`src/rtl/fpmul_scheduler_if.sv`:
```
// Request/result bundle for fpmul_scheduler.
// Two requesters each present valid, operand A, operand B and an output mode.
// The scheduler returns a combinational ready per requester and one result
// channel (valid, id, res, sat) with no backpressure.
//   slave  : the scheduler side
//   master : the requester / result-consumer side
interface fpmul_scheduler_if #(
    parameter int NB_A  = 16,
    parameter int NB_B  = 12,
    parameter int NB_FR = 28
) ();
    logic             i_req0_valid;
    logic             i_req1_valid;
    logic             o_req0_ready;
    logic             o_req1_ready;
    logic [NB_A-1:0]  i_req0_a;
    logic [NB_A-1:0]  i_req1_a;
    logic [NB_B-1:0]  i_req0_b;
    logic [NB_B-1:0]  i_req1_b;
    logic [1:0]       i_req0_mode;
    logic [1:0]       i_req1_mode;
    logic             o_valid;
    logic             o_id;
    logic [NB_FR-1:0] o_res;
    logic             o_sat;

    modport slave (
        input  i_req0_valid, i_req1_valid,
        input  i_req0_a, i_req1_a, i_req0_b, i_req1_b,
        input  i_req0_mode, i_req1_mode,
        output o_req0_ready, o_req1_ready,
        output o_valid, o_id, o_res, o_sat
    );

    modport master (
        output i_req0_valid, i_req1_valid,
        output i_req0_a, i_req1_a, i_req0_b, i_req1_b,
        output i_req0_mode, i_req1_mode,
        input  o_req0_ready, o_req1_ready,
        input  o_valid, o_id, o_res, o_sat
    );
endinterface

```
`src/rtl/fpmul_scheduler.sv`:
```
// Two-requester round-robin scheduler in front of a 2-stage signed
// fixed-point multiplier, S(16,14) x S(12,11) -> S(28,25).
// Ports:
//   clk      single clock, rising edge
//   i_rst_n  asynchronous active-low reset
//   bus      fpmul_scheduler_if.slave: per-requester valid/ready/a/b/mode,
//            result channel o_valid/o_id/o_res/o_sat
// Output modes: 00 full product, 01 S(11,10) truncate+wrap,
//               10 S(11,10) truncate+saturate, 11 S(9,8) round half-up+saturate.
// Latency from handshake to o_valid is 2 cycles, throughput one op per cycle.
module fpmul_scheduler #(
    parameter int NB_A  = 16,
    parameter int NB_B  = 12,
    parameter int NB_FR = 28
) (
    input  logic               clk,
    input  logic               i_rst_n,
    fpmul_scheduler_if.slave   bus
);
    // Narrow formats: 11-bit S(11,10) and 9-bit S(9,8) taken from S(28,25).
    localparam int NB_T  = 11;
    localparam int NB_R  = 9;
    localparam int SH_T  = 15;
    localparam int SH_R  = 17;
    localparam int NB_TW = NB_FR - SH_T;       // width after truncation shift
    localparam int NB_RW = NB_FR + 1 - SH_R;   // width after rounding shift
    localparam logic [NB_FR:0] RND_HALF = (NB_FR+1)'(1) << (SH_R - 1);

    logic               r_ptr;
    logic               w_gnt0;
    logic               w_gnt1;
    logic               w_hs;
    logic [NB_A-1:0]    w_a;
    logic [NB_B-1:0]    w_b;
    logic [1:0]         w_mode;
    logic [NB_FR-1:0]   w_a_ext;
    logic [NB_FR-1:0]   w_b_ext;
    logic [NB_FR-1:0]   w_prod;

    logic               r_s1_valid;
    logic [NB_FR-1:0]   r_s1_prod;
    logic [1:0]         r_s1_mode;
    logic               r_s1_id;

    logic [NB_TW-1:0]   w_trunc;
    logic [NB_FR:0]     w_rsum;
    logic [NB_RW-1:0]   w_rnd;
    logic               w_trunc_ovf;
    logic               w_rnd_ovf;
    logic [NB_T-1:0]    w_trunc_sat;
    logic [NB_R-1:0]    w_rnd_sat;
    logic [NB_FR-1:0]   w_fmt_res;
    logic               w_fmt_sat;

    logic               r_valid;
    logic               r_id;
    logic [NB_FR-1:0]   r_res;
    logic               r_sat;

    // Favoured requester wins; the other only when the favoured one is idle.
    // Readys are forced low while reset is held.
    assign w_gnt0 = i_rst_n & bus.i_req0_valid & (~r_ptr | ~bus.i_req1_valid);
    assign w_gnt1 = i_rst_n & bus.i_req1_valid & ( r_ptr | ~bus.i_req0_valid);
    assign w_hs   = w_gnt0 | w_gnt1;

    assign bus.o_req0_ready = w_gnt0;
    assign bus.o_req1_ready = w_gnt1;

    assign w_a    = w_gnt1 ? bus.i_req1_a    : bus.i_req0_a;
    assign w_b    = w_gnt1 ? bus.i_req1_b    : bus.i_req0_b;
    assign w_mode = w_gnt1 ? bus.i_req1_mode : bus.i_req0_mode;

    // Both operands sign-extended to the product width so the product is exact.
    assign w_a_ext = {{(NB_FR-NB_A){w_a[NB_A-1]}}, w_a};
    assign w_b_ext = {{(NB_FR-NB_B){w_b[NB_B-1]}}, w_b};
    assign w_prod  = w_a_ext * w_b_ext;

    always_ff @(posedge clk or negedge i_rst_n) begin
        if (!i_rst_n) begin
            r_ptr <= 1'b0;
        end else if (w_hs) begin
            r_ptr <= w_gnt0;   // favour whoever was not just served
        end
    end

    always_ff @(posedge clk or negedge i_rst_n) begin
        if (!i_rst_n) begin
            r_s1_valid <= 1'b0;
            r_s1_prod  <= '0;
            r_s1_mode  <= 2'b00;
            r_s1_id    <= 1'b0;
        end else begin
            r_s1_valid <= w_hs;
            if (w_hs) begin
                r_s1_prod <= w_prod;
                r_s1_mode <= w_mode;
                r_s1_id   <= w_gnt1;
            end
        end
    end

    // Arithmetic shift of the signed product is a plain bit-slice (floor).
    assign w_trunc = r_s1_prod[NB_FR-1:SH_T];
    assign w_rsum  = {r_s1_prod[NB_FR-1], r_s1_prod} + RND_HALF;
    assign w_rnd   = w_rsum[NB_FR:SH_R];

    // Fits the narrow range when all bits above its sign bit match the sign.
    assign w_trunc_ovf = ~((&w_trunc[NB_TW-1:NB_T-1]) | ~(|w_trunc[NB_TW-1:NB_T-1]));
    assign w_rnd_ovf   = ~((&w_rnd[NB_RW-1:NB_R-1])   | ~(|w_rnd[NB_RW-1:NB_R-1]));

    assign w_trunc_sat = w_trunc[NB_TW-1] ? {1'b1, {(NB_T-1){1'b0}}} : {1'b0, {(NB_T-1){1'b1}}};
    assign w_rnd_sat   = w_rnd[NB_RW-1]   ? {1'b1, {(NB_R-1){1'b0}}} : {1'b0, {(NB_R-1){1'b1}}};

    always_comb begin
        w_fmt_res = '0;
        w_fmt_sat = 1'b0;
        case (r_s1_mode)
            2'b00: begin
                w_fmt_res = r_s1_prod;
            end
            2'b01: begin
                w_fmt_res = {{(NB_FR-NB_T){w_trunc[NB_T-1]}}, w_trunc[NB_T-1:0]};
            end
            2'b10: begin
                if (w_trunc_ovf) begin
                    w_fmt_res = {{(NB_FR-NB_T){w_trunc_sat[NB_T-1]}}, w_trunc_sat};
                    w_fmt_sat = 1'b1;
                end else begin
                    w_fmt_res = {{(NB_FR-NB_T){w_trunc[NB_T-1]}}, w_trunc[NB_T-1:0]};
                end
            end
            default: begin
                if (w_rnd_ovf) begin
                    w_fmt_res = {{(NB_FR-NB_R){w_rnd_sat[NB_R-1]}}, w_rnd_sat};
                    w_fmt_sat = 1'b1;
                end else begin
                    w_fmt_res = {{(NB_FR-NB_R){w_rnd[NB_R-1]}}, w_rnd[NB_R-1:0]};
                end
            end
        endcase
    end

    // Result registers only load on a live op, so they hold between strobes.
    always_ff @(posedge clk or negedge i_rst_n) begin
        if (!i_rst_n) begin
            r_valid <= 1'b0;
            r_id    <= 1'b0;
            r_res   <= '0;
            r_sat   <= 1'b0;
        end else begin
            r_valid <= r_s1_valid;
            if (r_s1_valid) begin
                r_id  <= r_s1_id;
                r_res <= w_fmt_res;
                r_sat <= w_fmt_sat;
            end
        end
    end

    assign bus.o_valid = r_valid;
    assign bus.o_id    = r_id;
    assign bus.o_res   = r_res;
    assign bus.o_sat   = r_sat;
endmodule

```
`src/flat_wrapper.sv`:
```
// flat-port wrapper written by rule: the top's interface ports become plain ports
module fpmul_scheduler_flat 
#(
    parameter int NB_A  = 16,
    parameter int NB_B  = 12,
    parameter int NB_FR = 28
)
  (clk, i_rst_n, bus_i_req0_valid, bus_i_req1_valid, bus_i_req0_a, bus_i_req1_a, bus_i_req0_b, bus_i_req1_b, bus_i_req0_mode, bus_i_req1_mode, bus_o_req0_ready, bus_o_req1_ready, bus_o_valid, bus_o_id, bus_o_res, bus_o_sat);
  fpmul_scheduler_if #(.NB_A(NB_A), .NB_B(NB_B), .NB_FR(NB_FR)) bus_i ();
  input  logic clk;
  input  logic i_rst_n;
  input wire logic [$bits(bus_i.i_req0_valid)-1:0] bus_i_req0_valid;
  input wire logic [$bits(bus_i.i_req1_valid)-1:0] bus_i_req1_valid;
  input wire logic [$bits(bus_i.i_req0_a)-1:0] bus_i_req0_a;
  input wire logic [$bits(bus_i.i_req1_a)-1:0] bus_i_req1_a;
  input wire logic [$bits(bus_i.i_req0_b)-1:0] bus_i_req0_b;
  input wire logic [$bits(bus_i.i_req1_b)-1:0] bus_i_req1_b;
  input wire logic [$bits(bus_i.i_req0_mode)-1:0] bus_i_req0_mode;
  input wire logic [$bits(bus_i.i_req1_mode)-1:0] bus_i_req1_mode;
  output wire logic [$bits(bus_i.o_req0_ready)-1:0] bus_o_req0_ready;
  output wire logic [$bits(bus_i.o_req1_ready)-1:0] bus_o_req1_ready;
  output wire logic [$bits(bus_i.o_valid)-1:0] bus_o_valid;
  output wire logic [$bits(bus_i.o_id)-1:0] bus_o_id;
  output wire logic [$bits(bus_i.o_res)-1:0] bus_o_res;
  output wire logic [$bits(bus_i.o_sat)-1:0] bus_o_sat;
  assign bus_i.i_req0_valid = bus_i_req0_valid;
  assign bus_i.i_req1_valid = bus_i_req1_valid;
  assign bus_i.i_req0_a = bus_i_req0_a;
  assign bus_i.i_req1_a = bus_i_req1_a;
  assign bus_i.i_req0_b = bus_i_req0_b;
  assign bus_i.i_req1_b = bus_i_req1_b;
  assign bus_i.i_req0_mode = bus_i_req0_mode;
  assign bus_i.i_req1_mode = bus_i_req1_mode;
  assign bus_o_req0_ready = bus_i.o_req0_ready;
  assign bus_o_req1_ready = bus_i.o_req1_ready;
  assign bus_o_valid = bus_i.o_valid;
  assign bus_o_id = bus_i.o_id;
  assign bus_o_res = bus_i.o_res;
  assign bus_o_sat = bus_i.o_sat;
  fpmul_scheduler #(.NB_A(NB_A), .NB_B(NB_B), .NB_FR(NB_FR)) u_core (.clk(clk), .i_rst_n(i_rst_n), .bus(bus_i));
endmodule
```
`config.mk`:
```
export PLATFORM = sky130hd
export DESIGN_NAME = fpmul_scheduler_flat
export DESIGN_NICKNAME = d
export VERILOG_FILES = /design/src/rtl/fpmul_scheduler_if.sv /design/src/rtl/fpmul_scheduler.sv /design/src/flat_wrapper.sv
export SDC_FILE = /design/constraint.sdc
export NUM_CORES = 1
export LEC_CHECK = 0
export BUFFER_PORTS_ARGS = -buffer_cell sky130_fd_sc_hd__buf_2
export CORE_MARGIN = 3
export CORE_UTILIZATION = 56
export CTS_CLUSTER_SIZE = 20
export DETAILED_ROUTE_END_ITERATION = 12
export PLACE_DENSITY_LB_ADDON = 0.05
export SYNTH_ARGS = -nofsm -noshare
export SYNTH_HDL_FRONTEND = slang
export SYNTH_SLANG_ARGS = --single-unit
```
`constraint.sdc`:
```
create_clock -name clk -period 5.74 [get_ports clk]
set_input_delay 0.861 -clock clk [delete_from_list [all_inputs] [get_ports clk]]
set_output_delay 0.861 -clock clk [all_outputs]
set_load 0.005 [all_outputs]
```
==> flow_summary.yaml <==
run_status:
  outcome: "complete, but fails checks"
  violations: "setup timing"
synthesis:
  yosys_warnings: 0
  ys_seq_area_frac: 0.154
  ys_seq_elements: 64
  ys.flop_type: "dfrtp_1"
  ys_types: 63
  syn_area_sq_um: 10400
  synthArstFlopShare: 1.00
  synth-edff-count: 0
  syn_inst: 1184
  synth_fp_nets: 1486
  syn_avg_cell_area_sq_um: 8.81
layout:
  nets: 1767
  drive_gt1_frac: 0.321
  final_util: 0.761
  fillers: 1346
  n_antenna_cell: 0
  final_area_sq_um: 13800
  final_cell_mix: "226 x inv_1, 197 x nand2_1, 192 x buf_4"
  area_growth_pct: 32.4
  ff_latch_area_sq_um: 1600
  layout_commonest_cell: "inv_1"
  multi_input_area_sq_um: 8360
place:
  routabilityCongestion: 0.934
  place_area_sq_um: 12500
  dp_hpwl_mm: 23.0
  port_buffers: 96
setup_path:
  cpMaxStageDelayCell: "fa_1"
  cp_common_cell: "fa_1"
  cp-end-kind: "flip-flop"
  reg2reg_from: "u_core.r_ptr$_DFFE_PN0P_"
  cp.required_ns: 5.93
  max_stage_delay_ns: 0.52
  ff2ff_setup_slack_ns: -0.22
  start_kind: "input port"
  reg2regPathDepth: 25
  r2r_end: "u_core.r_s1_prod[27]$_DFFE_PN0P_"
  arrival_ns: 6.35
  crit_path_max_fanout: 11
  critPathKind: "input port to flip-flop"
sta:
  final-setup-viol-count: 14
  fin_worst_skew_ns: 0.00513
  fin_ws_ns: -0.414
  post-route-period-util: 1.07
  min_period_ns: 6.15
  final_hold_viol_count: 0
  fmax_mhz: 163
  slew_viol_final: 0
  grt_setup_unrepaired: "yes"
  tightest_slew_ns: 0.930
  relSlewSlack: 0.378
clocking:
  clkSinkCount: 64
  cts_htree_levels: 3
  cts_inserted_buffers: 9
  path_clk_slew_ns: 0.05
  cts_hold_buf: 0
  clk_path_buf_depth: 2
  insertion_delay_ns: 0.33
  cts_tree: "done"
  root_buffer: "clkbuf_16"
floorplanning:
  die_height_um: 142
  rows: 49
  dieArea_sq_um: 20300
  ios: 97
  core_area_sq_um: 18100
  die_w_um: 142
  start_util: 0.575
grt:
  grt_usage: 0.295
  grt_pass1_vias: 9476
  grt-ovfl-total: 0
  grt_max_degree: 67
  grt_pass1_wl_mm: 47.4
  antenna_found_initial: 0
worst_hold_path:
  min_path_type: "flip-flop to flip-flop"
  whs_endpoint: "u_core.r_s1_prod[2]$_DFFE_PN0P_"
  hold_path_startpoint: "u_core.r_s1_prod[2]$_DFFE_PN0P_"
  hold_path_depth: 2
flow_run:
  maxCapViolCount: 0
drt:
  ant_nets: 0
  drtIter0Drc: 521
  route.detailed.drc: 0
  drtPass1Iterations: 5
  routed_wl_mm: 28.6
  wl_per_cell_um: 16.9
  vias: 9027
  via_per_inst: 5.31
-- per-stage QoR --
step	setup slack (ns)	hold WS [ns]	std cells	TNS, ns
after floorplan	-0.392	0.374	1184	-3.50
after global placement	-0.734	0.467	1642	-10.26
after detailed placement	-0.815	0.474	1642	-11.54
after CTS	-0.348	0.486	1687	-2.58
after global routing	-0.583	0.507	1699	-6.80
final	-0.414	0.492	1699	-3.63
-- how the worst max path moves through the flow --
stage / startpoint / to / depth (start not counted)
after floorplan: i_rst_n / u_core.r_s1_prod[21]$_DFFE_PN0P_ / 23
after global placement: i_rst_n / u_core.r_s1_prod[21]$_DFFE_PN0P_ / 23
after detailed placement: i_rst_n / u_core.r_s1_prod[23]$_DFFE_PN0P_ / 24
after CTS: i_rst_n / u_core.r_s1_prod[23]$_DFFE_PN0P_ / 24
after global routing: i_rst_n / u_core.r_s1_prod[23]$_DFFE_PN0P_ / 25
final: i_rst_n / u_core.r_s1_prod[27]$_DFFE_PN0P_ / 26
-- final cells by class --
class / instances / share of cell area
multi-input cells: 841 / 0.605
clock inverters: 5 / 0.00580
repair buffers: 312 / 0.170
inverters: 237 / 0.0644
flip-flops and latches: 64 / 0.116
clock buffers: 11 / 0.0176
well taps: 229 / 0.0208
-- logic make-up (layout without fill, tap and decap cells) --
kind of cell | after synthesis | count (layout) | share of synthesized area
buf+inv | 280 | 565 | 0.109
xor+xnor | 33 | 33 | 0.0277
mux | 53 | 54 | 0.0547
compound gates | 142 | 142 | 0.0914
fa+ha+maj | 238 | 238 | 0.414
flops | 64 | 64 | 0.154
simple gates | 374 | 374 | 0.150
-- sequential cells by signal, summed over array words and instances, names as in the netlist --
register and flops:
u_core.bus.o_res 28, u_core.r_s1_prod 28, u_core.r_s1_mode 2, u_core.bus.o_id 1
u_core.bus.o_sat 1, u_core.bus.o_valid 1, u_core.r_ptr 1, u_core.r_s1_id 1
u_core.r_s1_valid 1
-- critical path: cells and delay by family --
kind / cells / cell delay (ns)
AND/OR/NAND/NOR: 2 / 0.15
multiplexers: 1 / 0.39
XOR/XNOR: 1 / 0.17
adder cells (fa/ha/maj): 6 / 2.59
AO/OA/AOI/OAI: 7 / 1.14
buffers and inverters: 9 / 1.04
-- layer usage --
layer  share of wire  vias to the layer above  global-route usage  routed length [um]
li1                -                     4236                   -                   -
met1            0.41                     4431               0.389               11700
met3           0.055                       70              0.0299                1570
met5               0                        -                   0                   0
met2            0.50                      290               0.509               14200
met4           0.040                        0               0.107                1160
-- cell usage after synthesis, types with 3 or more instances --
master,instances,area share
o22ai_1,9,0.0054
fa_1,178,0.34
mux2i_1,24,0.023
and3_1,3,0.0018
o21ai_0,26,0.012
nor2_1,117,0.042
nand4_1,3,0.0018
o31ai_1,4,0.0029
a31oi_1,4,0.0024
clkbuf_1,25,0.0090
ha_1,60,0.072
buf_6,6,0.0065
nand2_1,207,0.074
mux2_2,28,0.030
a21o_1,7,0.0050
xor2_1,12,0.010
a211oi_1,7,0.0050
buf_2,7,0.0034
inv_1,237,0.085
a21oi_1,43,0.021
dfrtp_1,64,0.15
nand3_1,9,0.0043
xnor2_1,21,0.018
nor2b_1,3,0.0018
o211ai_1,4,0.0029
o21a_1,5,0.0036
nand2b_1,5,0.0030
and2_1,7,0.0042
o21ai_1,7,0.0034
a221oi_2,8,0.012
-- what timing repair did --
item,CTS,global route
pin swaps,34,30
setup buffers,26,13
gates resized for setup,109,28
cloned,4,0
setup endpoints to repair,17,18
Power is left out: the tool's default activity adds up to more than one toggle a clock period on the data nets, which glitch-free logic cannot reach.
